**src/rtl/spi_master_byte_pkg.sv**
```systemverilog
`default_nettype none
// ============================================================================
// spi_master_byte_pkg : shared width, state encoding and mode helpers
// Rev 1.0
// ============================================================================
package spi_master_byte_pkg;

  localparam int W_SPI = 8;
  localparam int DIV_W = 8;

  typedef enum logic [2:0] {
    SPI_IDLE     = 3'd0,
    SPI_CS_SETUP = 3'd1,
    SPI_XFER     = 3'd2,
    SPI_CS_HOLD  = 3'd3,
    SPI_DONE     = 3'd4
  } spi_state_e;

  localparam logic [1:0] SPI_MODE_0 = 2'd0;
  localparam logic [1:0] SPI_MODE_1 = 2'd1;
  localparam logic [1:0] SPI_MODE_2 = 2'd2;
  localparam logic [1:0] SPI_MODE_3 = 2'd3;

  function automatic logic mode_cpol(input logic [1:0] mode);
    return mode[1];
  endfunction

  function automatic logic mode_cpha(input logic [1:0] mode);
    return mode[0];
  endfunction

endpackage
`default_nettype wire

```
**src/rtl/spi_edge_gen.sv**
```systemverilog
`default_nettype none
// ============================================================================
// spi_edge_gen : half-bit divider and SCLK edge counter for spi_master_byte
// Rev 1.0
// ============================================================================
module spi_edge_gen
  import spi_master_byte_pkg::*;
#(
  parameter int CLKS_PER_HALF_BIT = 2,
  parameter int N_EDGES           = 2 * W_SPI
) (
  input  logic clk,
  input  logic rst,
  input  logic enable,
  input  logic clear,
  output logic half_tick,
  output logic leading,
  output logic trailing,
  output logic last_edge
);

  localparam int                EDGE_W    = $clog2(N_EDGES);
  localparam logic [DIV_W-1:0]  DIV_LAST  = DIV_W'(CLKS_PER_HALF_BIT - 1);
  localparam logic [EDGE_W-1:0] EDGE_LAST = EDGE_W'(N_EDGES - 1);

  logic [DIV_W-1:0]  div_cnt;
  logic [EDGE_W-1:0] edge_cnt;

  // clear wins over a coincident tick: every state change lands on a tick
  always_ff @(posedge clk or negedge rst) begin
    if (!rst) begin
      div_cnt  <= '0;
      edge_cnt <= '0;
    end else if (clear) begin
      div_cnt  <= '0;
      edge_cnt <= '0;
    end else if (enable) begin
      if (half_tick) begin
        div_cnt  <= '0;
        edge_cnt <= edge_cnt + 1'b1;
      end else begin
        div_cnt  <= div_cnt + 1'b1;
      end
    end
  end

  assign half_tick = enable && (div_cnt == DIV_LAST);
  assign leading   = half_tick && !edge_cnt[0];
  assign trailing  = half_tick &&  edge_cnt[0];
  assign last_edge = half_tick && (edge_cnt == EDGE_LAST);

endmodule
`default_nettype wire

```
**src/rtl/spi_master_byte.sv**
```systemverilog
`default_nettype none
// ============================================================================
// spi_master_byte : pin-level SPI master, one byte out and one byte in per request
// Rev 1.0
// ============================================================================
module spi_master_byte
  import spi_master_byte_pkg::*;
#(
  parameter int         CLKS_PER_HALF_BIT = 2,
  parameter logic [1:0] SPI_MODE          = SPI_MODE_0,
  parameter int         W_SPI             = spi_master_byte_pkg::W_SPI
) (
  input  logic             clk,
  input  logic             rst,
  input  logic             tx_dv,
  input  logic [W_SPI-1:0] tx_byte,
  output logic             tx_ready,
  output logic             rx_dv,
  output logic [W_SPI-1:0] rx_byte,
  output logic             spi_sclk,
  output logic             spi_mosi,
  input  logic             spi_miso,
  output logic             spi_cs_n
);

  localparam logic CPOL = mode_cpol(SPI_MODE);
  localparam logic CPHA = mode_cpha(SPI_MODE);

  spi_state_e       state;
  spi_state_e       next_state;
  logic [W_SPI-1:0] tx_shift;
  logic [W_SPI-1:0] rx_shift;
  logic             half_tick;
  logic             leading;
  logic             trailing;
  logic             last_edge;
  logic             in_frame;
  logic             in_frame_next;
  logic             in_xfer;
  logic             accept;
  logic             sample_edge;
  logic             shift_edge;

  assign in_frame      = state inside {SPI_CS_SETUP, SPI_XFER, SPI_CS_HOLD};
  assign in_frame_next = next_state inside {SPI_CS_SETUP, SPI_XFER, SPI_CS_HOLD};
  assign in_xfer       = (state == SPI_XFER);
  assign tx_ready      = (state == SPI_IDLE);
  assign accept        = tx_ready && tx_dv;
  assign sample_edge   = in_xfer && (CPHA ? trailing : leading);
  assign shift_edge    = in_xfer && (CPHA ? leading : (trailing && !last_edge));

  spi_edge_gen #(
    .CLKS_PER_HALF_BIT (CLKS_PER_HALF_BIT),
    .N_EDGES           (2 * W_SPI)
  ) u_edge_gen (
    .clk       (clk),
    .rst       (rst),
    .enable    (in_frame),
    .clear     (next_state != state),
    .half_tick (half_tick),
    .leading   (leading),
    .trailing  (trailing),
    .last_edge (last_edge)
  );

  always_ff @(posedge clk or negedge rst) begin
    if (!rst) begin
      state <= SPI_IDLE;
    end else begin
      state <= next_state;
    end
  end

  always_comb begin
    next_state = state;
    case (state)
      SPI_IDLE:     if (tx_dv)     next_state = SPI_CS_SETUP;
      SPI_CS_SETUP: if (half_tick) next_state = SPI_XFER;
      SPI_XFER:     if (last_edge) next_state = SPI_CS_HOLD;
      SPI_CS_HOLD:  if (half_tick) next_state = SPI_DONE;
      SPI_DONE:                    next_state = SPI_IDLE;
      default:                     next_state = SPI_IDLE;
    endcase
  end

  // Pins are registered from next_state so they change on the same edge as the FSM
  always_ff @(posedge clk or negedge rst) begin
    if (!rst) begin
      tx_shift <= '0;
      rx_shift <= '0;
      rx_byte  <= '0;
      rx_dv    <= 1'b0;
      spi_sclk <= CPOL;
      spi_mosi <= 1'b0;
      spi_cs_n <= 1'b1;
    end else begin
      spi_cs_n <= !in_frame_next;
      rx_dv    <= (next_state == SPI_DONE);
      if (next_state == SPI_DONE) begin
        rx_byte <= rx_shift;
      end

      if (in_xfer && half_tick) begin
        spi_sclk <= ~spi_sclk;
      end else if (!in_xfer) begin
        spi_sclk <= CPOL;
      end

      if (accept) begin
        tx_shift <= tx_byte;
        rx_shift <= '0;
        if (!CPHA) begin
          spi_mosi <= tx_byte[W_SPI-1];
        end
      end else if (shift_edge) begin
        // CPHA=0 already presented the MSB before the first edge
        spi_mosi <= CPHA ? tx_shift[W_SPI-1] : tx_shift[W_SPI-2];
        tx_shift <= tx_shift << 1;
      end

      if (sample_edge) begin
        rx_shift <= {rx_shift[W_SPI-2:0], spi_miso};
      end
    end
  end

endmodule
`default_nettype wire

```
**config.mk**
```make
export PLATFORM = sky130hd
export DESIGN_NAME = spi_master_byte
export DESIGN_NICKNAME = d
export VERILOG_FILES = /design/src/rtl/spi_master_byte_pkg.sv /design/src/rtl/spi_edge_gen.sv /design/src/rtl/spi_master_byte.sv
export SDC_FILE = /design/constraint.sdc
export NUM_CORES = 1
export LEC_CHECK = 0
export ABC_AREA = 1
export CORE_ASPECT_RATIO = 0.8
export CORE_MARGIN = 2
export CORE_UTILIZATION = 30
export CTS_CLUSTER_DIAMETER = 50
export DETAILED_ROUTE_END_ITERATION = 10
export GPL_TIMING_DRIVEN = 0
export PLACE_DENSITY = 0.56
export SKIP_LAST_GASP = 1
export SLEW_MARGIN = 10
export SYNTH_ARGS = -nofsm -noshare
export SYNTH_HDL_FRONTEND = slang
export SYNTH_SLANG_ARGS = --single-unit
```
**constraint.sdc**
```tcl
create_clock -name clk -period 2.65 [get_ports clk]
set_input_delay 0.53 -clock clk [delete_from_list [all_inputs] [get_ports clk]]
set_output_delay 0.53 -clock clk [all_outputs]
set_load 0.01 [all_outputs]
```
# --- Yosys cells after proc, flatten, opt, wreduce, memory -nomap -nowiden ---
# Cells that the tools add are included.
totals:
  reg_bits: 42
op_classes:
  addsub: 2
  n_eq_ne: 11
  mux: 19
  bitwise: 1
  n_reduce_logical: 20
ops:
  columns: ["op", "n"]
  rows:
  - ["$mux W8", 5]
  - ["$mux W7", 2]
  - ["$eq A3 B2 Y1 const B", 4]
  - ["$mux W3", 4]
  - ["$mux W4", 3]
  - ["$pmux W3 S4", 1]
  - ["$logic_and A1 B1 Y1", 9]
  - ["$add A8 B1 Y8 const B", 1]
  - ["$eq A8 B1 Y1 const B", 1]
  - ["$reduce_bool A2 Y1", 4]
  - ["$eq A3 B1 Y1 const B", 2]
  - ["$reduce_bool A3 Y1", 2]
  - ["$add A4 B1 Y4 const B", 1]
  - ["$eq A4 B4 Y1 const B", 1]
  - ["$mux W1", 4]
  - ["$eq A3 B3 Y1 const B", 1]
  - ["$logic_not A1 Y1", 3]
  - ["$logic_not A3 Y1", 1]
  - ["$ne A3 B3 Y1", 1]
  - ["$ne A2 B1 Y1 const B", 1]
  - ["$reduce_and A2 Y1", 1]
  - ["$not A1 Y1", 1]

# --- Logic depth before layout (Yosys ltp) ---
depth:
  depth_word: 9
  ltp_mapped: 11

# --- Modules after synthesis ---
# From an unflattened synthesis, not the netlist that was laid out.
hier_totals:
  cells_unflattened: 256
  hier_area_um2: 2070.7
by_module_without_submodules:
  columns: ["module", "n_inst", "cells_each", "area_each_um2"]
  rows:
  - ["spi_master_byte", 1, 149, 1302.5]
  - ["spi_edge_gen", 1, 107, 768.2]

# --- Least setup slack after synthesis ---
# No wires, ideal clock.
synth_path:
  path_type: "reg-to-reg"
  from: "register u_edge_gen.div_cnt[1]"
  to: "register spi_mosi"
  setup_ps: 126
  arrival_time_ps: 1386
  required_ps: 2524
  path_slack_ps: 1138
  stages_incl_launch_ff: 9
  period_less_slack_ps: 1512
  cell_sequence: "dfrtp_1 > inv_1 > ha_1 > nand2_1 > nor2_4 > nand2_2 > o31ai_4 > buf_6 > o21ai_0"
synth_between:
  elab_chain_len: 7
synth_lines:
  columns: ["item", "line_no", "text"]
  rows:
  - ["from (decl)", "spi_edge_gen.sv:26", "logic [DIV_W-1:0] div_cnt;"]
  - ["from (signal assigned)", "spi_edge_gen.sv:42", "div_cnt <= div_cnt + 1'b1;"]
  - ["$eq A8 B1 Y1 *", "spi_edge_gen.sv:47", "assign half_tick = enable && (div_cnt == DIV_LAST);"]
  - ["$logic_and A1 B1 Y1 *", "spi_edge_gen.sv:47", null]
  - ["$logic_and A1 B1 Y1", "spi_edge_gen.sv:50", "assign last_edge = half_tick && (edge_cnt == EDGE_LAST);"]
  - ["$logic_not A1 Y1", "spi_master_byte.sv:50", "assign shift_edge = in_xfer && (CPHA ? leading : (trailing && !last_edge));"]
  - ["$logic_and A1 B1 Y1 * (2 in series)", "spi_master_byte.sv:50", null]
  - ["$reduce_bool A2 Y1 (no source line) *", null, null]
  - ["to (signal assigned)", "spi_master_byte.sv:113", "spi_mosi <= tx_byte[W_SPI-1];"]
  - ["to (signal assigned)", "spi_master_byte.sv:117", "spi_mosi <= CPHA ? tx_shift[W_SPI-1] : tx_shift[W_SPI-2];"]
  - ["to (decl)", "spi_master_byte.sv:21", "output logic spi_mosi,"]
# Every way passes the cells marked *; elsewhere a longest branch is shown, timed or not.
# A chain may end at the register's enable or synchronous reset.

# --- Worst setup path after layout ---
layout_path:
  from: "register state[0]"
  to: "output port tx_ready"
layout_between:
  elab_chain_len: 1
layout_lines:
  columns: ["item", "line_no", "text"]
  rows:
  - ["from (decl)", "spi_master_byte.sv:29", "spi_state_e state;"]
  - ["from (signal assigned)", "spi_master_byte.sv:70", "state <= next_state;"]
  - ["$logic_not A3 Y1", "spi_master_byte.sv:47", "assign tx_ready = (state == SPI_IDLE);"]
  - ["to (decl)", "spi_master_byte.sv:17", "output logic tx_ready,"]
# Every way passes these cells.

==> out/results.txt <==
status - finished clean
synthesized cell area - 0.00208 mm2
Worst setup SP type - flop
Port Buffers - 24
ANT nets after route - 0
# diodes - 0
Resize count post-CTS - 0
syn_nets - 247
switching part of the total - 40.9%
crit path time final - 2370 ps
Clk Tree Root Cell - clkbuf_8
largest stage delay on the critical path - 570 ps
Fin Hold WS - 101 ps
Die Wd - 97.2 um
slowest CP cell - clkdlybuf4s50_1
Max Fclk - 422 MHz
Fillers - 705
Buf/Inv on CP - 2
Cell Rows - 27
TritonCTS clock tree - yes
CP cell instances - nor2_2 -> inv_4 -> nor2_8 -> clkdlybuf4s50_1
Die Y - 78.5 um
Combinational Power Share - 45.4%
Yosys reg bits - 42
Layout Skew - 9.01 ps
Tot GR Track Use - 12.4%
Worst Path Arrival - 1840 ps
first-pass GRT wire length - 7490 um
Tcrit/Tclk final - 89.3%
Max-slew headroom - 77.9%
clk slew on worst S/H paths - 80 ps
# setup viols final - 0
Slew Viols, Final - 0
r2r setup slk - 900 ps
Gate Count Post-Synth - 232
clk_lat worst skew - 300 ps
Top Ports - 25
worst r2r src - u_edge_gen.div_cnt[1]
setup bufs post-CTS - 0
DRC viols - 0
CP delay by family, top - buffers and inverters
vias in the first global route - 1600
Reg power frac - 37.8%
Clock power frac - 16.8%
Vias/cell - 4.57
pwr dens - 985 mW/mm2
max_cap viols - 0
die footprint - 0.00763 mm2
P_int - 0.00148 W
post-DR wirelength/cell - 12.0 um
CTS sink count - 42
cts hold-fix bufs - 0
Longest Clk Path Bufs - 2
multi-input logic area - 853 um2
core area - 0.00679 mm2
nets - 279
VDD IR max - 0.254 mV
hpwl dp - 2980 um
Initial Util - 30.7%
crit-path max FO - 10
via count - 1610
final core utilization - 37.4%
Avg Synthesized Cell Area - 8.98 um2
top_reg_cell synth - dfrtp_1
Async SR Flop Fraction - 100%
sw power - 0.00102 W
initial DRC count - 160
crit end category - primary output
Min-Delay Path Class - in -> async
worst reg2reg path endpoint - rx_byte[6]
initial antenna violation count - 0
Slew @ Worst Pin - 331 ps
Req. time, crit path - 2120 ps
ratio of cells with drive above 1 in the final layout - 13.6%
RSZ-0062 raised after global routing - false
R2R cell count - 10
global placer's final weighted congestion - 0.790
Syn-to-layout area delta - 21.8%
Ys Warns - 0
aggregate routed wire length - 4210 um
sequential fraction of the synthesis area - 50.5%
largest net degree at the start of global routing - 33
DR pass1 iterations - 4
Crit Path Category - reg -> out
Sequential Area - 0.00105 mm2
final hold violations - 0
Yosys cell types - 30
H-tree levels - 2
Leakage - 1.20 nW
Congestion Overflow GR - 0
CTS buffer count - 5
Post-synth EDFFs - 0
## worst max-delay path by stage
stage / start / endpoint / slack, ps / cells after the start
2_1_floorplan: u_edge_gen.div_cnt[1] / spi_mosi / 1140 / 8
3_3_place_gp: rst / spi_mosi / -110 / 1
3_5_place_dp: state[0] / tx_ready / 610 / 4
4_1_cts: state[0] / tx_ready / 260 / 4
5_1_grt: state[0] / tx_ready / 190 / 4
6_report: state[0] / tx_ready / 280 / 4
## sequential cells by signal, indices dropped and copies added, names as in the netlist
register             cells
rx_byte                  8
spi_sclk                 1
u_edge_gen.div_cnt       8
rx_shift                 8
u_edge_gen.edge_cnt      4
spi_mosi                 1
state                    3
tx_shift                 7
rx_dv                    1
spi_cs_n                 1
## cell type report
cell class / instances / area share (%)
Buffer: 4 / 1.38
Clock buffer: 5 / 2.71
Clock inverter: 3 / 0.838
Inverter: 36 / 5.62
Multi-Input combinational cell: 150 / 33.6
Sequential cell: 42 / 41.5
Tap cell: 87 / 4.29
Timing Repair Buffer: 25 / 10.1
## per-stage QoR
step	setup TNS [ps]	power, W	cell area, um2	instances	setup WS (ps)
2_1_floorplan	0	0.00171	2080	232	1140
3_3_place_gp	-4380	0.00209	2430	343	-109
3_5_place_dp	0	0.00211	2450	344	609
4_1_cts	0	0.00254	2540	352	255
5_1_grt	0	0.00271	2540	352	191
6_report	0	0.00250	2540	352	282
## layer usage
metal	share of wire (%)	track usage, %	vias up
met4	1.8	4.65	0
met3	4.5	3.47	6
met5	0	0	-
li1	-	-	816
met2	43	19.4	29
met1	50	16.5	759
## cell usage in the layout (no fill, tap or decap), drive strengths merged, types with 6 or more instances in the layout
master,synthesis,routed
nor3,6,6
inv,36,36
dfrtp,41,41
clkdlybuf4s50,0,23
o21ai,27,27
nand4,9,9
nand2,52,52
xor2,6,6
nor2,22,22
nand3,13,13
o22ai,8,8
buf,4,6
## worst register-to-register path: stages (launching register included)
cell and delay, ps:
dfrtp_1 410, inv_1 60, ha_1 170, nand2_1 60
nor2_1 100, nand2_1 150, nor3_2 180, inv_1 170
buf_2 220, nand2_1 60, o21ai_0 70
## cell families (layout without fill, tap and decap cells)
group / after synthesis / in the layout / share of synthesized area [%]
compound gates: 38 / 38 / 10.6
xor+xnor: 6 / 6 / 2.52
fa+ha+maj: 3 / 3 / 1.80
buf+inv: 40 / 73 / 8.53
flops: 42 / 42 / 50.5
simple gates: 103 / 103 / 26.1
## power groups by stage
stage          Sequential [W]  Combinational [W]  Clock (W)
6_report             0.000945            0.00113   0.000419
5_1_grt              0.000969            0.00128   0.000461
4_1_cts              0.000948            0.00115   0.000441
3_5_place_dp         0.000959            0.00115          0
3_3_place_gp         0.000957            0.00113          0
2_1_floorplan        0.000982           0.000723          0
## synth_stat cells (2+ instances only)
library cell	count	area (um2)
nand2_2	3	18.8
nand4_1	8	50.1
a21oi_1	2	10.0
nor3_1	4	20.0
o21ai_0	15	75.1
nor2_8	2	40.0
o22ai_1	8	50.1
nand2_4	3	33.8
dfrtp_1	41	1030
xor2_1	6	52.6
inv_1	32	120
inv_4	3	18.8
ha_1	3	37.5
nand3_2	2	20.0
nor3_2	2	20.0
nand3_1	11	55.1
o21ai_1	11	55.1
buf_6	2	22.5
nand2_1	46	173
nor2_1	18	67.6
No activity file was read; power rests on OpenSTA's default activity.
